$ cat src/rtl/shot_clock_controller.sv
// Basketball shot-clock sequencer: once-per-second countdown with start/stop,
// 24 s / 14 s reloads and a timed expiry buzzer. All outputs are registered.
module shot_clock_controller #(
    parameter int TICK_DIV    = 50000000,
    parameter int FULL_VALUE  = 24,
    parameter int SHORT_VALUE = 14,
    parameter int BUZZ_CYCLES = 50000000
) (
    input  logic       clk,
    input  logic       reset,
    input  logic       start,
    input  logic       stop,
    input  logic       reload_full,
    input  logic       reload_short,
    output logic [4:0] count,
    output logic       running,
    output logic       expired,
    output logic       buzzer
);

    localparam int PW = $clog2(TICK_DIV);
    localparam int BW = $clog2(BUZZ_CYCLES + 1);
    localparam logic [PW-1:0] PRESC_MAX = PW'(TICK_DIV - 1);
    localparam logic [BW-1:0] BUZZ_MAX  = BW'(BUZZ_CYCLES - 1);
    localparam logic [4:0]    FULL_VAL  = 5'(FULL_VALUE);
    localparam logic [4:0]    SHORT_VAL = 5'(SHORT_VALUE);

    typedef enum logic [1:0] {
        STOPPED = 2'd0,
        RUN     = 2'd1,
        EXPIRED = 2'd2
    } state_t;

    state_t          state_reg, state_next;
    logic [4:0]      count_reg, count_next;
    logic [PW-1:0]   presc_reg, presc_next;
    logic            buzzer_reg, buzzer_next;
    logic [BW-1:0]   buzz_cnt_reg, buzz_cnt_next;

    // Bit order: 0=start, 1=stop, 2=reload_short, 3=reload_full
    logic [3:0] ctrl;
    logic [3:0] ctrl_d_reg;
    logic [3:0] ev;

    assign ctrl = {reload_full, reload_short, stop, start};

    generate
        for (genvar gi = 0; gi < 4; gi++) begin : g_edge
            assign ev[gi] = ctrl[gi] & ~ctrl_d_reg[gi];
        end
    endgenerate

    always_ff @(posedge clk) begin
        if (reset) begin
            state_reg    <= STOPPED;
            count_reg    <= FULL_VAL;
            presc_reg    <= '0;
            buzzer_reg   <= 1'b0;
            buzz_cnt_reg <= '0;
            ctrl_d_reg   <= '0;
        end else begin
            state_reg    <= state_next;
            count_reg    <= count_next;
            presc_reg    <= presc_next;
            buzzer_reg   <= buzzer_next;
            buzz_cnt_reg <= buzz_cnt_next;
            ctrl_d_reg   <= ctrl;
        end
    end

    always_comb begin
        state_next    = state_reg;
        count_next    = count_reg;
        presc_next    = presc_reg;
        buzzer_next   = buzzer_reg;
        buzz_cnt_next = buzz_cnt_reg;

        // Free-running behaviour of each state, overridden by events below
        case (state_reg)
            RUN: begin
                if (presc_reg == PRESC_MAX) begin
                    presc_next = '0;
                    if (count_reg <= 5'd1) begin
                        count_next    = 5'd0;
                        state_next    = EXPIRED;
                        buzzer_next   = 1'b1;
                        buzz_cnt_next = '0;
                    end else begin
                        count_next = count_reg - 5'd1;
                    end
                end else begin
                    presc_next = presc_reg + 1'b1;
                end
            end
            EXPIRED: begin
                if (buzzer_reg) begin
                    if (buzz_cnt_reg == BUZZ_MAX) begin
                        buzzer_next = 1'b0;
                    end else begin
                        buzz_cnt_next = buzz_cnt_reg + 1'b1;
                    end
                end
            end
            default: ;
        endcase

        if (ev[3] || ev[2]) begin
            count_next    = ev[3] ? FULL_VAL : SHORT_VAL;
            presc_next    = '0;
            buzzer_next   = 1'b0;
            buzz_cnt_next = '0;
            state_next    = (state_reg == RUN) ? RUN : STOPPED;
        end else if (ev[1]) begin
            // Pausing keeps the partial second; a stop edge also masks start
            if (state_reg == RUN) begin
                state_next    = STOPPED;
                count_next    = count_reg;
                presc_next    = presc_reg;
                buzzer_next   = buzzer_reg;
                buzz_cnt_next = buzz_cnt_reg;
            end
        end else if (ev[0] && state_reg == STOPPED && count_reg != 5'd0) begin
            state_next = RUN;
        end
    end

    assign count   = count_reg;
    assign running = (state_reg == RUN);
    assign expired = (state_reg == EXPIRED);
    assign buzzer  = buzzer_reg;

endmodule

$ cat config.mk
export PLATFORM = sky130hd
export DESIGN_NAME = shot_clock_controller
export DESIGN_NICKNAME = d
export VERILOG_FILES = /design/src/rtl/shot_clock_controller.sv
export SDC_FILE = /design/constraint.sdc
export NUM_CORES = 1
export LEC_CHECK = 0
export ABC_AREA = 1
export BUFFER_PORTS_ARGS = -buffer_cell sky130_fd_sc_hd__clkbuf_2
export CORE_ASPECT_RATIO = 1.25
export CORE_UTILIZATION = 58
export CTS_BUF_LIST = sky130_fd_sc_hd__clkbuf_2
export DETAILED_ROUTE_END_ITERATION = 7
export PLACE_DENSITY = 0.78
export SLEW_MARGIN = 30
export SYNTH_ARGS = -nofsm -noshare
export SYNTH_HDL_FRONTEND = slang
export SYNTH_SLANG_ARGS = --single-unit
$ cat constraint.sdc
create_clock -name clk -period 1.7 [get_ports clk]
set_input_delay 0.255 -clock clk [delete_from_list [all_inputs] [get_ports clk]]
set_output_delay 0.255 -clock clk [all_outputs]
set_load 0.1 [all_outputs]
# --- Word-level counts from Yosys, hierarchy flattened ---
# Cells that the tools add are included.
classes:
  n_mux: 33
  add_sub_neg: 3
  bitwise: 8
  reduce_logical: 6
  order_cmp: 1
  eq_ne: 6
op_table:
  columns: ["operator", "n"]
  rows:
  - ["two-way mux 26 bit", 10]
  - ["adder 26 x 1 -> 26 bit (second input constant)", 2]
  - ["equality test 26 bit (second input constant)", 2]
  - ["one-hot mux 26 bit (2 select lines)", 1]
  - ["two-way mux 5 bit", 7]
  - ["two-way mux 2 bit", 7]
  - ["two-way mux 1 bit", 7]
  - ["less-or-equal comparator 5 x 1 -> 1 bit (second input constant)", 1]
  - ["nonzero test 5 bit", 1]
  - ["subtractor 5 x 1 -> 5 bit (second input constant)", 1]
  - ["bitwise AND 1 bit", 4]
  - ["NOT 1 bit", 4]
  - ["!= test 3 x 2 -> 1 bit (second input constant)", 1]
  - ["equality test 2 x 1 -> 1 bit (second input constant)", 1]
  - ["equality test 2 bit (second input constant)", 1]
  - ["logical AND 1 bit", 2]
  - ["logical NOT 2 bit", 1]
  - ["!= test 2 bit (second input constant)", 1]
  - ["one-hot mux 1 bit (2 select lines)", 1]
  - ["OR reduction 2 bit", 1]
  - ["logical OR 1 bit", 1]
totals:
  elab_cells: 63
  out_inout_bits: 8
  input_bits: 6
  register_bits: 64

# --- Logic depth before layout (Yosys ltp) ---
# Gate-level depths: netlist of the first run.
logic_depth:
  word_depth: 7
  mapped_depth: 12
  depth_no_buf: 12

# --- Least setup slack after synthesis of the first run ---
# Ideal clock, no wire load.
synth_timing:
  kind: "reg-to-reg"
  start: "register state_reg[1]"
  end: "register buzz_cnt_reg[0]"
  n_path_buf: 1
  t_required_ns: 1.629
  setup_ns: 0.071
  synth_period_minus_slack_ns: 2.665
  path_slack_ns: -0.965
  t_arrival_ns: 2.594
  stages_incl_launch_ff: 8
  path_cell_list: "dfxtp_1 inv_1 nor2_1 nand3_2 nand2_4 buf_2 nand3_1 a21oi_1"
synth_between:
  elab_chain_len: 4
  word_cells_on_any_way: 6
  cone_classes: "eq/ne: 3; mux: 3"
synth_rtl:
  columns: ["element", "line_no", "source"]
  rows:
  - ["from (decl)", "34", "state_t state_reg, state_next;"]
  - ["from (signal assigned)", "62", "state_reg <= state_next;"]
  - ["equality test 2 bit (*)", null, null]
  - ["named net expired", "17", "output logic expired,"]
  - ["one-hot mux 26 bit (2 select lines) (*)", "79", "case (state_reg)"]
  - ["two-way mux 26 bit", "115", "if (state_reg == RUN) begin"]
  - ["two-way mux 26 bit (*)", "113", "end else if (ev[1]) begin"]
  - ["to (signal assigned)", "66", "buzz_cnt_reg <= buzz_cnt_next;"]
  - ["to (decl)", "38", "logic [BW-1:0] buzz_cnt_reg, buzz_cnt_next;"]
# The timed path passes the listed nets; every way through them passes the cells marked *. The select of a mux whose other input is x is not followed.
# A chain may end at the register's enable or synchronous reset.

# --- Worst setup path in the final report of the first run ---
layout_timing:
  start: "register buzz_cnt_reg[17]"
  end: "register buzz_cnt_reg[1]"
layout_between:
  elab_chain_len: 6
layout_rtl:
  columns: ["element", "line_no", "source"]
  rows:
  - ["equality test 26 bit (*)", "97", "if (buzz_cnt_reg == BUZZ_MAX) begin"]
  - ["two-way mux 26 bit (*)", "97", null]
  - ["two-way mux 26 bit (*)", "96", "if (buzzer_reg) begin"]
  - ["one-hot mux 26 bit (2 select lines) (*)", "79", null]
  - ["two-way mux 26 bit", "115", null]
  - ["two-way mux 26 bit (*)", "113", null]
# Mark *: on every way between the ends. The rest lies on a longest branch, timed or not. The select of a mux whose other input is x is not followed.

==> run_results.csv, run 1 <==
group,metric,value,unit
outcome,outcome,"finished, violations left",
outcome,violations,"setup timing",
grt,track_usage,0.313,
grt,grt_pass1_vias,4095,
place,dp_hpwl,7620,um
sta,finalHoldViolations,0,
drt,drc,0,
power,p_seq_frac,0.483,
sta,grt_setup_unrepaired,"true",
power,power,3.17,mW
logic_synthesis,syn_area,4070,sq um
drt,via_per_inst,5.66,
logic_synthesis,avgSynthCellArea,6.24,sq um
sta,fin_crit_sh,1.02,
grt,grt_max_degree,32,
drt,drt-total-wl,12700,um
logic_synthesis,syn_inst,652,
layout,syn_to_final_growth,32.6,%
logic_synthesis,yosys-top-cells-area,"dfxtp_1, nand2_1, nor2_1",
power,irDropWorstVdd,0.000635,V
logic_synthesis,synth_commonest_cells,"nand2_1, nor2_1, dfxtp_1, inv_1, nand3_1",
flow_run,maxCapViolCount,0,
cts,cts_tree,"yes",
grt,grt_first_pass_wirelength,18200,um
place,place_inst,778,
die,initial_core_util,0.609,
logic_synthesis,yosysSeqAreaShare,0.315,
die,num_rows,33,
critical_path,cp_slowest_cell,"dfxtp_2",
logic_synthesis,synthArstFlopShare,0,
logic_synthesis,synth_edf_count,0,
sta,fmax,574,MHz
place,io_buffer_count,13,
die,die_area,7360,sq um
critical_path,cpPeakStageDelay,0.42,ns
layout,fin_cells,824,
place,gp_congestion,0.910,
hold_path,hold_start,"presc_reg[14]$_SDFFE_PP0P_",
critical_path,critPathLaunch,"buzz_cnt_reg[17]$_SDFFE_PP0P_",
cts,cts.sinks,64,
cts,path_clk_slew,0.24,ns
drt,wl_per_cell,15.4,um
layout,fillers,460,
logic_synthesis,ys_warn_count,0,
cts,cts_buffer_depth,2,
sta,tightest_slew,0.539,ns
drt,vias,4665,
layout,antenna_cells,0,
sta,maxSlewViolCount,0,
critical_path,crit_required,2.16,ns
sta,maxSlewHeadroom,0.642,
logic_synthesis,synth_cell_types,38,
sta,fin_skew,0.0426,ns
critical_path,cp_data_arrival_time,2.20,ns
critical_path,crit-reg2reg-launch,"buzz_cnt_reg[17]$_SDFFE_PP0P_",
cts,root_buffer,"clkbuf_2",
logic_synthesis,synth_largest_area_cell,"dfxtp_1",
critical_path,cp-end-kind,"flop",
logic_synthesis,synth-seq-cells,64,
power,pwr-share-clk,0.349,
die,die_h,95.7,um
sta,setup-violations-final,11,
layout,drive_gt1_frac,0.288,
cts,htree_levels,3,
power,power.switching,986,uW
drt,drtPass1Iterations,5,
critical_path,critPathBufInv,1,
power,p_per_area,588,nW/um^2
power,sw_frac_of_total,0.311,
cts,clock_latency,0.52,ns
hold_path,hold_path.class,"reg -> reg",
power,power.leakage,1.89,nW
critical_path,crit_family,"simple AND/OR/NAND/NOR gates",
logic_synthesis,ys.flop_type,"dfxtp_1",
power,p_int,2.19,mW
critical_path,worstPathMaxFanout,8,
drt,postRouteAntennaNets,0,
die,ioPinCount,14,
die,die_w,76.9,um
sta,setup_tns,-0.115,ns
sta,layout_setup_ws,-0.0423,ns
critical_path,cp_cell_sequence,"inv_1, nor2_1, nand2_1, nor2_1, nand3_4, nand3_4, nand2_8, nand2_4, nand2_1, a21oi_1",
logic_synthesis,yosysMostFrequentCell,"nand2_1",
critical_path,crit_type,"reg -> reg",
critical_path,cp-start-kind,"flop",
grt,grt-ovfl-total,0,
sta,min_period,1.74,ns
drt,drtIter0Drc,408,
layout,final_nets,743,
logic_synthesis,netlist.area_leader.share,0.315,
cts,numCtsBuffers,9,
grt,antenna_found_initial,0,
logic_synthesis,syn_nets,663,
die,coreArea,6690,sq um
power,combPwrFrac,0.168,
[kinds of logic after synthesis]
kind of cell / synth area share
flops: 0.315
buf+inv: 0.0830
simple gates: 0.463
compound gates: 0.0870
fa+ha+maj: 0.0154
xor+xnor: 0.0366
[cells in the final DEF (no fill, tap or decap), types with 17 or more instances in the layout]
cell / instances
nor2_1: 114
nand2_1: 166
buf_4: 44
dfxtp_1: 30
inv_1: 57
nand4_1: 20
a21oi_1: 39
nand3_2: 17
clkbuf_2: 17
nand3_1: 36
dfxtp_2: 27
[power by group through the flow]
stage               registers, mW  logic (mW)  clock network, mW
floorplan                    1.64       0.210                  0
global placement             1.57       0.378                  0
detailed placement           1.57       0.385                  0
CTS                          1.54       0.412               1.12
global route                 1.54       0.561               1.19
finish                       1.53       0.534               1.11
[area by class of cell]
type | count | area (sq um) | area share
multi-input cells | 512 | 2790 | 0.517
inverters | 67 | 262 | 0.0484
well taps | 87 | 109 | 0.0202
clock buffers | 9 | 45.0 | 0.00834
repair buffers | 78 | 756 | 0.140
flip-flops and latches | 64 | 1340 | 0.248
clock inverters | 7 | 95.1 | 0.0176
[worst register-to-register path: cells and delay by family (launching register included)]
kind                   cells  cell delay (ns)
AOI/OAI and AO/OA          1             0.20
buffers and inverters      1             0.07
DFF                        1             0.42
and+or+nand+nor            8             0.99
[repair_timing]
action                                  CTS  global route
endpoints found under the hold margin     5             0
gates cloned                              1             7
resized for setup                         9           103
pin swaps                                 3            28
endpoints found under the setup margin   25            51
buffers inserted                          2            11
hold buffers                              9             0
[metrics by stage]
stage	setup WS [ns]	utilization	hold WS, ns	cell area (sq um)
floorplan	0.0142	-	0.362	4120
global placement	0.0455	0.682	0.450	4560
detailed placement	0.0137	0.682	0.468	4560
CTS	-0.00372	0.724	0.496	4840
global route	-0.115	0.807	0.523	5400
finish	-0.0423	0.807	0.495	5400
[final timing paths]
path / endpoint / slack [ns] / depth (start not counted)
min reg2reg: presc_reg[14]$_SDFFE_PP0P_ / 0.50 / 2
min: presc_reg[14]$_SDFFE_PP0P_ / 0.50 / 2
max reg2reg: buzz_cnt_reg[1]$_SDFFE_PP0P_ / -0.04 / 10
max: buzz_cnt_reg[1]$_SDFFE_PP0P_ / -0.04 / 10
[routing by layer]
layer	wire, um	vias to the layer above	part of all wire	GRT usage
met4	671	0	0.053	0.128
li1	-	2256	-	-
met2	6520	195	0.51	0.600
met1	4840	2145	0.38	0.339
met3	671	69	0.053	0.0517
met5	0	-	0	0
No activity file was read; power rests on OpenSTA's default activity.
==> run 2: changes to the inputs <==
--- a/config.mk
+++ b/config.mk
@@ -12,6 +12,7 @@
 export CTS_BUF_LIST = sky130_fd_sc_hd__clkbuf_2
 export DETAILED_ROUTE_END_ITERATION = 7
 export PLACE_DENSITY = 0.78
+export REMOVE_ABC_BUFFERS = 1
 export SLEW_MARGIN = 30
 export SYNTH_ARGS = -nofsm -noshare
 export SYNTH_HDL_FRONTEND = slang
==> run 2 against run 1 <==
Against the previous run:
- the run still ends with setup timing left
- combinational power grew 10%
- wire length increased by 16%
- highest routed layer unchanged
- hold slack improved by 0.0013 ns
- maximum frequency decreased by 8.6%
- total power shrank 2.3%
- largest cell class unchanged
- non-clock buffer count increased by 8
- count of clock-buffer cells in the layout unchanged
- die area is the same
- worst setup slack worse by 0.16 ns
- register-to-register slack worse by 0.16 ns
==> run_results.csv, run 2 (synthesized netlist as in run 1, its figures left out) <==
group,metric,value,unit
die,coreArea,6690,sq um
critical_path,cp-end-kind,"flop",
critical_path,worstPathMaxFanout,5,
cts,cts_buffer_depth,2,
place,io_buffer_count,13,
grt,grt_first_pass_wirelength,18800,um
die,initial_core_util,0.609,
sta,min_period,1.91,ns
place,gp_congestion,0.923,
grt,track_usage,0.324,
cts,root_buffer,"clkbuf_2",
sta,fmax,525,MHz
power,power.leakage,1.94,nW
hold_path,hold_path_end,"presc_reg[0]$_SDFFE_PP0P_",
drt,vias,5063,
die,die_w,76.9,um
critical_path,r2r_slack,-0.21,ns
hold_path,hold_path.class,"reg -> reg",
cts,clock_latency,0.56,ns
sta,tightest_slew,0.552,ns
grt,grt-ovfl-total,0,
layout,final_area,5580,sq um
place,post-place-ws,-0.0143,ns
drt,drtPass1Iterations,6,
layout,most-common-layout-cells,"nand2_1, nor2_1, inv_1",
drt,via_per_inst,6.09,
layout,drive_gt1_frac,0.344,
die,num_rows,33,
cts,path_clk_slew,0.25,ns
sta,maxSlewHeadroom,0.632,
drt,wl_per_cell,17.7,um
drt,drc,0,
die,die_area,7360,sq um
sta,fin_crit_sh,1.12,
cts,cts.sinks,64,
sta,grt_setup_unrepaired,"true",
grt,grt_pass1_vias,4249,
hold_path,min_path_cells,2,
critical_path,crit_required,2.17,ns
critical_path,crit_type,"reg -> reg",
drt,drtIter0Drc,527,
cts,htree_levels,3,
layout,fillers,404,
grt,antenna_found_initial,0,
sta,layout_setup_ws,-0.205,ns
grt,grt_max_degree,27,
sta,fin_skew,0.0521,ns
power,irDropWorstVdd,0.000517,V
drt,postRouteAntennaNets,0,
layout,syn_to_final_growth,37.0,%
drt,drt-total-wl,14700,um
critical_path,rr_endpoint,"buzz_cnt_reg[23]$_SDFFE_PP0P_",
die,ioPinCount,14,
critical_path,cp_data_arrival_time,2.38,ns
die,die_h,95.7,um
place,dpl_cell_area,4490,sq um
sta,maxSlewViolCount,0,
critical_path,worstRegToRegCells,10,
sta,finalHoldViolations,0,
place,dp_hpwl,7780,um
critical_path,crit-reg2reg-launch,"buzz_cnt_reg[10]$_SDFFE_PP0P_",
cts,cts_tree,"yes",
layout,final_nets,751,
power,p_per_area,556,nW/um^2
layout,antenna_cells,0,
layout,layout_commonest_cell,"nand2_1",
flow_run,maxCapViolCount,0,
layout,postLayoutCoreUtil,0.834,
sta,setup-violations-final,24,
critical_path,cp-start-kind,"flop",
outcome,violations,"setup timing",
outcome,outcome,"finished, violations left",
sta,whs,0.496,ns
hold_path,hold_start,"presc_reg[0]$_SDFFE_PP0P_",
cts,numCtsBuffers,9,
sta,setup_tns,-1.40,ns
run 2: worst max path at each step:
stage / from / end / slack [ns]
after floorplan: state_reg[1]$_SDFF_PP0_ / buzz_cnt_reg[2]$_SDFFE_PP0P_ / -1.17
after global placement: state_reg[1]$_SDFF_PP0_ / presc_reg[20]$_SDFFE_PP0P_ / -0.0006
after detailed placement: state_reg[1]$_SDFF_PP0_ / presc_reg[20]$_SDFFE_PP0P_ / -0.01
after CTS: state_reg[0]$_SDFF_PP0_ / expired / -0.03
after global routing: buzz_cnt_reg[10]$_SDFFE_PP0P_ / buzz_cnt_reg[25]$_SDFFE_PP0P_ / -0.30
final: buzz_cnt_reg[10]$_SDFFE_PP0P_ / buzz_cnt_reg[23]$_SDFFE_PP0P_ / -0.21
run 2: per-stage QoR:
| step | instances | power (mW) |
|---|---|---|
| 6_report | 832 | 3.10 |
| 5_1_grt | 832 | 3.21 |
| 4_1_cts | 805 | 2.95 |
| 3_5_place_dp | 776 | 1.94 |
| 3_3_place_gp | 776 | 1.93 |
| 2_1_floorplan | 639 | 1.82 |
run 2: area by class of cell:
cell class              instances  area [sq um]  share of cell area
multi-input cells             512          2960               0.530
inverters                      67           259              0.0464
clock buffers                   9          45.0             0.00807
flip-flops and latches         64          1330               0.237
well taps                      87           109              0.0195
repair buffers                 86           815               0.146
clock inverters                 7          71.3              0.0128
run 2: timing repair:
| item | 4_1_cts | 5_1_grt |
|---|---|---|
| endpoints found under the hold margin | 5 | 0 |
| buffers inserted | 3 | 20 |
| pin swaps | 5 | 29 |
| endpoints found under the setup margin | 32 | 46 |
| gates resized for setup | 29 | 139 |
| hold buffers | 9 | 0 |
| cloned | 1 | 7 |
run 2: metal layers:
layer / up-vias / wire (um) / GRT usage
met5: - / 0 / 0
met1: 2313 / 5200 / 0.352
met3: 133 / 1290 / 0.0459
met2: 347 / 7140 / 0.600
li1: 2270 / - / -
met4: 0 / 1050 / 0.189
run 2: power breakdown:
part           switching [mW]  internal (mW)
logic                   0.384          0.204
registers              0.0150           1.52
clock network           0.640          0.338
total                    1.04           2.06
run 2: critical path, stage by stage, from the launching register on:
cell and delay (ns):
dfxtp_2 0.47, nand2_1 0.11, nor2_1 0.28, nand2_1 0.26, nor2_1 0.21, nand2_1 0.08
nand2_1 0.06, nand2_1 0.04, nor2_1 0.10, nand3_2 0.09, a21oi_2 0.12
==> run 3: changes to the inputs <==
--- a/config.mk
+++ b/config.mk
@@ -7,11 +7,13 @@
 export LEC_CHECK = 0
 export ABC_AREA = 1
 export BUFFER_PORTS_ARGS = -buffer_cell sky130_fd_sc_hd__clkbuf_2
+export CELL_PAD_IN_SITES_DETAIL_PLACEMENT = 1
+export CELL_PAD_IN_SITES_GLOBAL_PLACEMENT = 2
 export CORE_ASPECT_RATIO = 1.25
-export CORE_UTILIZATION = 58
+export CORE_UTILIZATION = 32
 export CTS_BUF_LIST = sky130_fd_sc_hd__clkbuf_2
 export DETAILED_ROUTE_END_ITERATION = 7
-export PLACE_DENSITY = 0.78
+export PLACE_DENSITY_LB_ADDON = 0.1
 export REMOVE_ABC_BUFFERS = 1
 export SLEW_MARGIN = 30
 export SYNTH_ARGS = -nofsm -noshare
==> run 3 against run 2 <==
Against the previous run:
- the flow still finishes with violations (setup timing)
- maximum frequency grew 8.7%
- worst setup slack gained 0.15 ns
- hold slack better by 0.0012 ns
- first-iteration DRC count is 80% lower
- clock skew fell by 0.025 ns
- die area rose by 79%
- largest cell class unchanged
- largest power group unchanged
==> run_results.csv, run 3 (synthesized netlist as in run 1, its figures left out) <==
group,metric,value,unit
die,die_w,103,um
place,place_inst,878,
layout,drive_gt1_frac,0.327,
critical_path,cp_data_arrival_time,2.19,ns
critical_path,worstPathMaxFanout,8,
hold_path,hold_path.class,"reg -> reg",
die,ioPinCount,14,
cts,cts_tree,"yes",
place,dpl_cell_area,4800,sq um
sta,layout_setup_ws,-0.0535,ns
die,initial_core_util,0.332,
drt,drc,0,
cts,cts_buffer_depth,2,
layout,fin_cells,926,
critical_path,cp_cell_sequence,"ha_4, nand2_4, nor2_4, nand2_4, nor2_4, nand3_4, nand3_4, nand2_8, buf_6, nand3b_1, a21oi_1",
place,io_buffer_count,13,
critical_path,crit_type,"reg -> reg",
critical_path,cp-start-kind,"flop",
power,irDropWorstVdd,0.000387,V
sta,grt_setup_unrepaired,"true",
cts,clock_latency,0.54,ns
place,dp_hpwl,10300,um
sta,finalHoldViolations,0,
drt,drtIter0Drc,107,
die,num_rows,45,
outcome,violations,"setup timing",
sta,maxSlewHeadroom,0.679,
cts,numCtsBuffers,9,
sta,min_period,1.75,ns
die,die_area,13200,sq um
drt,vias,4551,
layout,most-common-layout-cells,"nand2_1, nor2_1, buf_4",
sta,setup-violations-final,25,
grt,track_usage,0.222,
sta,tightest_slew,0.485,ns
die,die_h,128,um
sta,fmax,570,MHz
drt,wl_per_cell,15.8,um
grt,grt_pass1_vias,4585,
grt,grt_max_degree,22,
layout,layout_commonest_cell,"nand2_1",
drt,drt-total-wl,14700,um
power,p_per_area,533,nW/um^2
critical_path,crit_family,"simple AND/OR/NAND/NOR gates",
critical_path,cpPeakStageDelay,0.41,ns
critical_path,critPathBufInv,1,
layout,final_nets,767,
grt,antenna_found_initial,1,
drt,postRouteAntennaNets,0,
sta,whs,0.498,ns
flow_run,maxCapViolCount,0,
layout,final_area,5720,sq um
cts,root_buffer,"clkbuf_2",
layout,fillers,1624,
sta,maxSlewViolCount,0,
critical_path,crit_required,2.14,ns
sta,fin_crit_sh,1.03,
critical_path,cp-end-kind,"flop",
drt,drtPass1Iterations,4,
layout,postLayoutCoreUtil,0.466,
cts,htree_levels,3,
sta,fin_skew,0.0272,ns
drt,via_per_inst,4.91,
grt,grt_first_pass_wirelength,22300,um
power,power.leakage,1.99,nW
die,coreArea,12300,sq um
grt,grt-ovfl-total,0,
layout,syn_to_final_growth,40.6,%
outcome,outcome,"finished, violations left",
place,gp_congestion,0.828,
power,power,3.05,mW
critical_path,cp_slowest_cell,"dfxtp_2",
cts,cts.sinks,64,
cts,path_clk_slew,0.20,ns
run 3: cell types whose count changed in the layout (fill, tap and decap cells not counted), moves of 5 or more:
cell,change
dfxtp_1,+7
dfxtp_2,-9
a21oi_2,-7
buf_6,+5
buf_4,+16
a21oi_1,+7
run 3: area by class of cell:
type | instances | area, sq um | share of cell area
multi-input cells | 512 | 2910 | 0.509
flip-flops and latches | 64 | 1320 | 0.231
repair buffers | 102 | 927 | 0.162
inverters | 67 | 254 | 0.0444
well taps | 164 | 205 | 0.0359
clock buffers | 10 | 50.0 | 0.00875
clock inverters | 6 | 50.0 | 0.00875
diodes | 1 | 2.50 | 0.000437
run 3: what timing repair did:
action                                  4_1_cts  5_1_grt
gates cloned                                  1        5
gates resized for setup                      26      126
pin swaps                                     5       42
buffers inserted                              7       10
hold endpoints to repair                      5        0
endpoints found under the setup margin       39       56
hold buffers                                  9        0
run 3: worst paths after layout:
| check | from | end | slack (ns) | cells after the start |
|---|---|---|---|---|
| worst max-delay path | buzz_cnt_reg[0]$_SDFFE_PP0P_ | buzz_cnt_reg[1]$_SDFFE_PP0P_ | -0.05 | 11 |
| worst min-delay path | buzz_cnt_reg[17]$_SDFFE_PP0P_ | buzz_cnt_reg[17]$_SDFFE_PP0P_ | 0.50 | 2 |
| worst min register to register | buzz_cnt_reg[17]$_SDFFE_PP0P_ | buzz_cnt_reg[17]$_SDFFE_PP0P_ | 0.50 | 2 |
| worst max register to register | buzz_cnt_reg[0]$_SDFFE_PP0P_ | buzz_cnt_reg[1]$_SDFFE_PP0P_ | -0.05 | 11 |
run 3: tightest hold or removal path, stage by stage (launching register included):
cell and delay [ns]:
dfxtp_2 0.38, nand2_2 0.07, a21oi_2 0.04
run 3: stage by stage:
step	setup TNS, ns	worst slack [ns]
final	-0.585	-0.0535
after global placement	0	0.0327
after detailed placement	-0.252	-0.0312
after CTS	-0.109	-0.0526
after floorplan	-31.60	-1.17
after global routing	-3.25	-0.128
run 3: report_power, final:
part,internal [mW],switching [mW]
clock,0.325,0.616
sequential,1.52,0.0140
combinational,0.211,0.369
run 3: layer usage:
layer,GRT usage,part of all wire
met4,0.0721,0.026
met5,0,0
met3,0.0360,0.016
met1,0.246,0.42
met2,0.420,0.54
